$ cat src/rtl/csa_pipelined_subtractor_pkg.sv
// ============================================================================
//  Module   : csa_pkg
//  Brief    : Shared constants, block-count helper and the per-block
//             candidate record for the pipelined carry-select subtractor.
//  Revision : 1.0 - initial release
// ============================================================================
`default_nettype none

package csa_pkg;

    // Default operand and ripple-block widths
    localparam int c_DEFAULT_WIDTH = 16;
    localparam int c_DEFAULT_BLOCK = 8;

    // Number of ripple blocks covering an operand
    function automatic int nblk(input int width, input int block);
        return width / block;
    endfunction

    // Both speculative results of one ripple block: borrow-in 0 and borrow-in 1.
    // Its field width fixes the block width the top can be built with.
    typedef struct packed {
        logic [c_DEFAULT_BLOCK-1:0] diff0;
        logic [c_DEFAULT_BLOCK-1:0] diff1;
        logic                       bo0;
        logic                       bo1;
    } blk_cand_t;

endpackage

`default_nettype wire

$ cat src/rtl/csa_pipelined_subtractor_rcs_block.sv
// ============================================================================
//  Module   : rcs_block
//  Brief    : Combinational BLOCK-bit ripple subtractor, d = a - b - bin,
//             with borrow out.
//  Revision : 1.0 - initial release
// ============================================================================
`default_nettype none

module rcs_block
    import csa_pkg::*;
#(
    parameter int BLOCK = c_DEFAULT_BLOCK
) (
    input  logic [BLOCK-1:0] a,
    input  logic [BLOCK-1:0] b,
    input  logic             bin,
    output logic [BLOCK-1:0] d,
    output logic             bout
);

    logic [BLOCK:0] w_br;

    // Bit-serial borrow ripple: borrow out when a < b + borrow-in at each bit
    always_comb begin
        w_br    = '0;
        d       = '0;
        w_br[0] = bin;
        for (int i = 0; i < BLOCK; i++) begin
            d[i]      = a[i] ^ b[i] ^ w_br[i];
            w_br[i+1] = (~a[i] & b[i]) | (~(a[i] ^ b[i]) & w_br[i]);
        end
    end

    assign bout = w_br[BLOCK];

endmodule

`default_nettype wire

$ cat src/rtl/csa_pipelined_subtractor.sv
// ============================================================================
//  Module   : csa_pipelined_subtractor
//  Brief    : Two-stage pipelined carry-select subtractor, Diff = A - B - Bin,
//             with valid/ready handshake on both sides.
//             Stage 1 registers both borrow candidates of every block; stage 2
//             resolves the borrow-select chain and registers Diff/Bout/Ovf.
//  Config   : define CSA_SUB_SATURATE_EN to clamp Diff on signed overflow.
//  Revision : 1.0 - initial release
// ============================================================================
`default_nettype none

module csa_pipelined_subtractor
    import csa_pkg::*;
#(
    parameter int WIDTH = c_DEFAULT_WIDTH,
    parameter int BLOCK = c_DEFAULT_BLOCK
) (
    input  logic             clk,
    input  logic             rst,
    input  logic             in_valid,
    output logic             in_ready,
    input  logic [WIDTH-1:0] A,
    input  logic [WIDTH-1:0] B,
    input  logic             Bin,
    output logic             out_valid,
    input  logic             out_ready,
    output logic [WIDTH-1:0] Diff,
    output logic             Bout,
    output logic             Ovf
);

    localparam int c_NBLK = nblk(WIDTH, BLOCK);
    localparam int c_MSB  = WIDTH - 1;

    // ------------------------------------------------------------------
    // Speculative block results from the raw operands
    // ------------------------------------------------------------------
    blk_cand_t w_cand [c_NBLK];

    generate
        for (genvar gi = 0; gi < c_NBLK; gi++) begin : g_blk
            logic [BLOCK-1:0] w_d0;
            logic [BLOCK-1:0] w_d1;
            logic             w_b0;
            logic             w_b1;

            rcs_block #(.BLOCK(BLOCK)) u_bin0 (
                .a    (A[gi*BLOCK +: BLOCK]),
                .b    (B[gi*BLOCK +: BLOCK]),
                .bin  (1'b0),
                .d    (w_d0),
                .bout (w_b0)
            );

            rcs_block #(.BLOCK(BLOCK)) u_bin1 (
                .a    (A[gi*BLOCK +: BLOCK]),
                .b    (B[gi*BLOCK +: BLOCK]),
                .bin  (1'b1),
                .d    (w_d1),
                .bout (w_b1)
            );

            assign w_cand[gi] = '{diff0: w_d0, diff1: w_d1, bo0: w_b0, bo1: w_b1};
        end
    endgenerate

    // ------------------------------------------------------------------
    // Pipeline state
    // ------------------------------------------------------------------
    logic             r_s1_valid_q, w_s1_valid_d;
    blk_cand_t        r_s1_cand_q [c_NBLK];
    blk_cand_t        w_s1_cand_d [c_NBLK];
    logic             r_s1_bin_q,   w_s1_bin_d;
    logic             r_s1_amsb_q,  w_s1_amsb_d;
    logic             r_s1_bmsb_q,  w_s1_bmsb_d;

    logic             r_out_valid_q, w_out_valid_d;
    logic [WIDTH-1:0] r_diff_q,      w_diff_d;
    logic             r_bout_q,      w_bout_d;
    logic             r_ovf_q,       w_ovf_d;

    // ------------------------------------------------------------------
    // Handshake: S2 moves when empty or drained; S1 moves when S2 makes room
    // ------------------------------------------------------------------
    logic w_s2_adv;
    logic w_in_ready;

    assign w_s2_adv   = !r_out_valid_q || out_ready;
    assign w_in_ready = !r_s1_valid_q || w_s2_adv;

    // ------------------------------------------------------------------
    // Borrow-select chain over the registered candidates
    // ------------------------------------------------------------------
    logic [c_NBLK:0]  w_sel_br;
    logic [WIDTH-1:0] w_raw_diff;
    logic             w_raw_ovf;
    logic [WIDTH-1:0] w_res_diff;

    // Bin picks block 0; each block's chosen borrow picks the next block
    always_comb begin
        w_sel_br    = '0;
        w_raw_diff  = '0;
        w_sel_br[0] = r_s1_bin_q;
        for (int i = 0; i < c_NBLK; i++) begin
            w_raw_diff[i*BLOCK +: BLOCK] = w_sel_br[i] ? r_s1_cand_q[i].diff1
                                                       : r_s1_cand_q[i].diff0;
            w_sel_br[i+1]                = w_sel_br[i] ? r_s1_cand_q[i].bo1
                                                       : r_s1_cand_q[i].bo0;
        end
    end

    // Signed overflow: operands of opposite sign and result sign differs from A
    assign w_raw_ovf = (r_s1_amsb_q != r_s1_bmsb_q) && (w_raw_diff[c_MSB] != r_s1_amsb_q);

`ifdef CSA_SUB_SATURATE_EN
    // Clamp toward the sign of A on overflow; Bout stays the raw unsigned borrow
    always_comb begin
        w_res_diff = w_raw_diff;
        if (w_raw_ovf) begin
            w_res_diff = r_s1_amsb_q ? {1'b1, {(WIDTH-1){1'b0}}}
                                     : {1'b0, {(WIDTH-1){1'b1}}};
        end
    end
`else
    assign w_res_diff = w_raw_diff;
`endif

    // ------------------------------------------------------------------
    // Next-state logic
    // ------------------------------------------------------------------

    // S1 loads on an input transfer, empties when open with no input, else holds
    always_comb begin
        w_s1_valid_d = r_s1_valid_q;
        w_s1_cand_d  = r_s1_cand_q;
        w_s1_bin_d   = r_s1_bin_q;
        w_s1_amsb_d  = r_s1_amsb_q;
        w_s1_bmsb_d  = r_s1_bmsb_q;
        if (w_in_ready) begin
            w_s1_valid_d = in_valid;
            if (in_valid) begin
                w_s1_cand_d = w_cand;
                w_s1_bin_d  = Bin;
                w_s1_amsb_d = A[c_MSB];
                w_s1_bmsb_d = B[c_MSB];
            end
        end
    end

    // S2 takes the resolved result when it may advance; frozen under stall
    always_comb begin
        w_out_valid_d = r_out_valid_q;
        w_diff_d      = r_diff_q;
        w_bout_d      = r_bout_q;
        w_ovf_d       = r_ovf_q;
        if (w_s2_adv) begin
            w_out_valid_d = r_s1_valid_q;
            if (r_s1_valid_q) begin
                w_diff_d = w_res_diff;
                w_bout_d = w_sel_br[c_NBLK];
                w_ovf_d  = w_raw_ovf;
            end
        end
    end

    // ------------------------------------------------------------------
    // Registers
    // ------------------------------------------------------------------

    // Pipeline registers with synchronous reset discarding both stages
    always_ff @(posedge clk) begin
        if (rst) begin
            r_s1_valid_q  <= 1'b0;
            for (int i = 0; i < c_NBLK; i++) begin
                r_s1_cand_q[i] <= '0;
            end
            r_s1_bin_q    <= 1'b0;
            r_s1_amsb_q   <= 1'b0;
            r_s1_bmsb_q   <= 1'b0;
            r_out_valid_q <= 1'b0;
            r_diff_q      <= '0;
            r_bout_q      <= 1'b0;
            r_ovf_q       <= 1'b0;
        end else begin
            r_s1_valid_q  <= w_s1_valid_d;
            r_s1_cand_q   <= w_s1_cand_d;
            r_s1_bin_q    <= w_s1_bin_d;
            r_s1_amsb_q   <= w_s1_amsb_d;
            r_s1_bmsb_q   <= w_s1_bmsb_d;
            r_out_valid_q <= w_out_valid_d;
            r_diff_q      <= w_diff_d;
            r_bout_q      <= w_bout_d;
            r_ovf_q       <= w_ovf_d;
        end
    end

    assign in_ready  = w_in_ready;
    assign out_valid = r_out_valid_q;
    assign Diff      = r_diff_q;
    assign Bout      = r_bout_q;
    assign Ovf       = r_ovf_q;

endmodule

`default_nettype wire

$ cat config.mk
export PLATFORM = sky130hd
export DESIGN_NAME = csa_pipelined_subtractor
export DESIGN_NICKNAME = d
export VERILOG_FILES = /design/src/rtl/csa_pipelined_subtractor_pkg.sv /design/src/rtl/csa_pipelined_subtractor_rcs_block.sv /design/src/rtl/csa_pipelined_subtractor.sv
export SDC_FILE = /design/constraint.sdc
export NUM_CORES = 1
export LEC_CHECK = 0
export ABC_AREA = 1
export CORE_UTILIZATION = 30
export DETAILED_ROUTE_END_ITERATION = 12
export DONT_BUFFER_PORTS = 1
export PLACE_DENSITY = 0.54
export SKIP_LAST_GASP = 1
export SLEW_MARGIN = 20
export SYNTH_ARGS = -nofsm -noshare
export SYNTH_HDL_FRONTEND = slang
export SYNTH_SLANG_ARGS = --single-unit
$ cat constraint.sdc
create_clock -name clk -period 4.6 [get_ports clk]
set_input_delay 0.69 -clock clk [delete_from_list [all_inputs] [get_ports clk]]
set_output_delay 0.69 -clock clk [all_outputs]
set_load 0.005 [all_outputs]
==> results of run 1 <==
[registers in the layout (all words and copies together) (netlist names)]
signal,flops
r_s1_cand_q,36
Diff,16
Bout,1
Ovf,1
out_valid,1
r_s1_amsb_q,1
r_s1_bin_q,1
r_s1_bmsb_q,1
r_s1_valid_q,1
[metrics by stage]
stage | utilization, % | area [um2] | hold WS (ps) | std cells
finish | 33.45 | 3269 | 409.3 | 464
CTS | 33.45 | 3269 | 398.9 | 464
detailed placement | 31.09 | 3039 | 454.4 | 449
global route | 33.45 | 3269 | 398.7 | 464
floorplan | - | 3015 | 437.4 | 333
global placement | 31.09 | 3039 | 446.5 | 449
[report_power, final]
group	internal, uW	switching (uW)	leakage, uW
Clock	356	201	0.000112
Combinational	66.0	101	0.000761
Sequential	557	29.4	0.000489
[cells by family after synthesis]
logic type      count (synthesis)  synth area share [%]
compound gates                100                 18.42
fa+ha+maj                      32                 20.25
buf+inv                        68                 11.24
flops                          59                 39.17
simple gates                   74                 10.91
[synthesized netlist by cell type, types with 3 or more instances]
library cell,instances,area [um2]
a21oi_1,37,185.2
a31oi_1,8,50.05
buf_4,3,22.52
buf_6,9,101.4
clkbuf_1,5,18.77
dfxtp_1,59,1181
fa_1,28,560.5
ha_1,4,50.05
inv_1,47,176.4
inv_2,3,11.26
nand2_1,44,165.2
nand3_1,15,75.07
nor2_1,12,45.04
o211ai_1,9,67.56
o21ai_0,16,80.08
o21ai_1,26,130.1
o21ai_2,3,26.28
[worst paths after layout]
kind              startpoint               to  slack, ps  cells after the start
min reg2reg  r_s1_cand_q[20]  r_s1_cand_q[20]        460                      2
min                      rst     r_s1_valid_q        410                      1
max reg2reg       r_s1_bin_q             Bout       2830                      7
max                     B[0]  r_s1_cand_q[27]        860                     13
[routing by layer]
metal | track usage, % | wire length, um | share of wire (%)
met1 | 15.82 | 2754 | 46
met2 | 19.00 | 2685 | 45
met3 | 3.762 | 449 | 7.4
met4 | 7.582 | 142 | 2.4
met5 | 0 | 0 | 0
[area by class of cell]
cell class	instances	area (um2)
Tap cell	133	166.4
Clock inverter	5	102.6
Inverter	51	196.4
Clock buffer	10	127.6
Multi-Input combinational cell	206	1495
Fill cell	1031	6505
Sequential cell	59	1181
==> results.sh, run 1 <==
export IMPL_ys_types=22
export IMPL_ys_warn_count=0
export IMPL_critPathBufInv=3
export IMPL_post_cts_repair_setup_buffers=0
export IMPL_finalHoldViolCount=0
export IMPL_drtIter0Drc=102
export IMPL_synth_area_um2=3015
export IMPL_status="finished, final reports clean"
export IMPL_ys_seq_elements=59
export IMPL_avgRoutedWirePerCell_um=13.00
export IMPL_cp_cell_sequence="inv_1 > ha_1 > inv_1 > fa_1 > fa_1 > fa_1 > fa_1 > fa_1 > fa_1 > inv_1 > fa_1 > o21ai_0 > nor2_1"
export IMPL_drt_pass1_iterations=4
export IMPL_fin_tns_setup_ps=0
export IMPL_cp_slowest_cell="fa_1"
export IMPL_detailed_place_hpwl_um=4266
export IMPL_grt_max_degree=63
export IMPL_totalWireLength_um=6031
export IMPL_die_area_um2=10460
export IMPL_antenna_cells=0
export IMPL_chipHeight_um=102.3
export IMPL_placementRows=36
export IMPL_slowest_delay_ps=440
export IMPL_route_vias_total=2109
export IMPL_setup_ws_ps=860.8
export IMPL_clk_pin_slew_ps=60
export IMPL_synth_nets=402
export IMPL_final_nets=396
export IMPL_crit_type="in -> reg"
export IMPL_arrival_ps=3980
export IMPL_cts_buffers=9
export IMPL_layout_common_cells="dfxtp_1 (59), inv_1 (47), nand2_1 (44)"
export IMPL_final_common_cell="dfxtp_1"
export IMPL_routed_via_density=4.545
export IMPL_grt_use_total_pct=12.58
export IMPL_min_path_type="in -> reg"
export IMPL_period_needed_ps=3739
export IMPL_critical_path_max_fanout=2
export IMPL_tightest_slew_ps=950.4
export IMPL_grt_pass1_vias=2015
export IMPL_cts_sinks=59
export IMPL_grt_overflow=0
export IMPL_io_buffer_count=0
export IMPL_avgSynthCellArea_um2=9.055
export IMPL_gp_routability_congestion=0.7340
export IMPL_syn_to_final_growth_pct=8.423
export IMPL_cp_top_family="adder cells"
export IMPL_synth_async_reset_ratio_pct=0
export IMPL_synth_edf_count=0
export IMPL_grt_pass1_wl_um=9853
export IMPL_fin_skew_ps=4.247
export IMPL_ir_drop_mv=0.1098
export IMPL_pin_count=57
export IMPL_setup_violations=0
export IMPL_finalMaxSlewViolations=0
export IMPL_start_kind="primary input"
export IMPL_max_freq_mhz=267.4
export IMPL_die_w_um=102.3
export IMPL_drc=0
export IMPL_pre_cts_slack_ps=506.5
export IMPL_worstSkewPairLatency_ps=340
export IMPL_maxCapViolCount=0
export IMPL_cp_required_ps=4840
export IMPL_clockBufferDepth=2
export IMPL_pwr_density_cell_nw_per_um2=400.5
export IMPL_post_cts_resized=0
export IMPL_leakage_uw=0.001362
export IMPL_crit_top_cell="fa_1"
export IMPL_cts_root_buf="clkbuf_8"
export IMPL_drtAntennaViolNets=0
export IMPL_grt_antenna_before_repair=0
export IMPL_synth_ff_type="dfxtp_1"
export IMPL_yosysSeqAreaShare_pct=39.17
export IMPL_drive_gt1_share_pct=7.553
export IMPL_ctsHtreeMaxLevel=3
export IMPL_grt_setup_unrepaired="no"
export IMPL_syn_inst=333
export IMPL_start_util_pct=30.85
export IMPL_end_kind="flop"
export IMPL_core_region_area_um2=9774
export IMPL_hold_buffers=0
export IMPL_period_share_pct=81.29
export IMPL_finalPower_uw=1309
export IMPL_cts_tree="done"
export IMPL_slew_headroom_pct=36.50
No activity file was read; power rests on OpenSTA's default activity.
==> run 2: changes to the inputs <==
- clock period: 4.6 -> 3.8 ns (I/O delays scaled with it)
==> run 2 against run 1 <==
Count of clock-buffer cells in the layout unchanged. Clock power increased by 12%. Power increased by 17%. Core utilization decreased by 0.15 points. Via count decreased by 0.47%. Register-to-register slack got worse by 820 ps. Combinational power increased by 21%. Clock skew increased by 2.3 ps. Worst setup slack got worse by 680 ps. First-iteration DRC count decreased by 30%. Critical path type unchanged. Highest routed layer unchanged.
==> results.sh, run 2 (same netlist as run 1, synthesis figures left out) <==
export IMPL_placementRows=36
export IMPL_grt_setup_unrepaired="no"
export IMPL_setup_violations=0
export IMPL_setup_ws_ps=175.8
export IMPL_grt_max_degree=63
export IMPL_cp_cell_sequence="inv_1 > ha_1 > inv_1 > fa_1 > fa_1 > fa_1 > fa_1 > fa_1 > fa_1 > inv_1 > fa_1 > o21ai_0 > nor2_1"
export IMPL_pin_count=57
export IMPL_post_cts_resized=0
export IMPL_place_inst=449
export IMPL_fin_area_um2=3254
export IMPL_crit_top_cell="fa_1"
export IMPL_finalHoldViolCount=0
export IMPL_syn_to_final_growth_pct=7.925
export IMPL_crit_type="in -> reg"
export IMPL_antenna_cells=0
export IMPL_drc=0
export IMPL_chipHeight_um=102.3
export IMPL_drive_gt1_share_pct=7.855
export IMPL_grt_overflow=0
export IMPL_status="finished, final reports clean"
export IMPL_max_freq_mhz=275.9
export IMPL_dpl_instance_area_um2=3039
export IMPL_layout_cells_non_filler=464
export IMPL_core_region_area_um2=9774
export IMPL_post_cts_repair_setup_buffers=0
export IMPL_totalWireLength_um=6046
export IMPL_cp_required_ps=4030
export IMPL_tightest_slew_ps=929.3
export IMPL_io_buffer_count=0
export IMPL_critPathBufInv=3
export IMPL_final_common_cell="dfxtp_1"
export IMPL_die_area_um2=10460
export IMPL_pwr_density_cell_nw_per_um2=471.4
export IMPL_grt_use_total_pct=12.41
export IMPL_grt_antenna_before_repair=0
export IMPL_ctsHtreeMaxLevel=3
export IMPL_final_nets=396
export IMPL_cts_tree="done"
export IMPL_period_needed_ps=3624
export IMPL_critical_path_max_fanout=2
export IMPL_arrival_ps=3860
export IMPL_gp_routability_congestion=0.7340
export IMPL_largest_register="r_s1_cand_q"
export IMPL_maxCapViolCount=0
export IMPL_cts_sinks=59
export IMPL_leakage_uw=0.001358
export IMPL_clockBufferDepth=2
export IMPL_layout_common_cells="dfxtp_1 (59), inv_1 (47), nand2_1 (44)"
export IMPL_cts_buffers=9
export IMPL_die_w_um=102.3
export IMPL_min_path_type="in -> reg"
export IMPL_pre_cts_slack_ps=-171.5
export IMPL_end_kind="flop"
export IMPL_cp_top_family="adder cells"
export IMPL_whs_ps=293.7
export IMPL_ir_drop_mv=0.1896
export IMPL_cp_slowest_cell="fa_1"
export IMPL_start_kind="primary input"
export IMPL_drt_pass1_iterations=4
export IMPL_hold_buffers=0
export IMPL_finalMaxSlewViolations=0
export IMPL_largest_reg_flops=36
export IMPL_nFillCells=1005
export IMPL_slew_headroom_pct=37.91
export IMPL_slowest_delay_ps=440
export IMPL_detailed_place_hpwl_um=4278
export IMPL_drtIter0Drc=71
export IMPL_start_util_pct=30.85
export IMPL_worstSkewPairLatency_ps=330
export IMPL_cts_root_buf="clkbuf_8"
export IMPL_grt_pass1_wl_um=9735
export IMPL_routed_via_density=4.524
export IMPL_avgRoutedWirePerCell_um=13.03
export IMPL_route_vias_total=2099
export IMPL_drtAntennaViolNets=0
export IMPL_clk_pin_slew_ps=70
export IMPL_period_share_pct=95.37
export IMPL_grt_pass1_vias=2007
export IMPL_fin_skew_ps=6.571
[run 2: worst paths after layout]
| kind | from | end | slack (ps) | cells after the start |
|---|---|---|---|---|
| setup / recovery | B[0] | r_s1_cand_q[27] | 180 | 13 |
| hold reg to reg | r_s1_cand_q[20] | r_s1_cand_q[20] | 460 | 2 |
| hold / removal | rst | r_s1_valid_q | 290 | 1 |
| setup reg to reg | r_s1_bin_q | Diff[13] | 2010 | 7 |
[run 2: worst register-to-register path: stages (launching register included)]
cell      delay [ps]
dfxtp_1          590
inv_1            310
nand2_1          150
nand2_1          230
nand2_1          130
nand3_1           90
o211ai_1         130
inv_1             50
[run 2: cell type report]
| class | instances | area [um2] | area share [%] |
|---|---|---|---|
| multi-input cells | 206 | 1495 | 45.94 |
| flip-flops and latches | 59 | 1181 | 36.29 |
| inverters | 51 | 196.4 | 6.036 |
| well taps | 133 | 166.4 | 5.113 |
| clock buffers | 10 | 137.6 | 4.229 |
| clock inverters | 5 | 77.57 | 2.384 |
[run 2: where the power goes]
group	switching, uW	internal (uW)	total, uW
logic	122	80.1	202
registers	35.8	674	709
clock network	242	381	623
[run 2: metrics by stage]
stage,util (%),setup TNS (ps),total power (uW)
floorplan,-,0,887.7
global placement,31.09,-276.3,924.0
detailed placement,31.09,-441.6,929.8
CTS,33.29,0,1554
global route,33.29,0,1625
finish,33.29,0,1534
[run 2: metal layers]
| metal | GRT usage [%] | part of all wire, % |
|---|---|---|
| met1 | 15.93 | 45 |
| met2 | 18.84 | 45 |
| met3 | 4.241 | 8.9 |
| met4 | 5.604 | 1.7 |
| met5 | 0 | 0 |
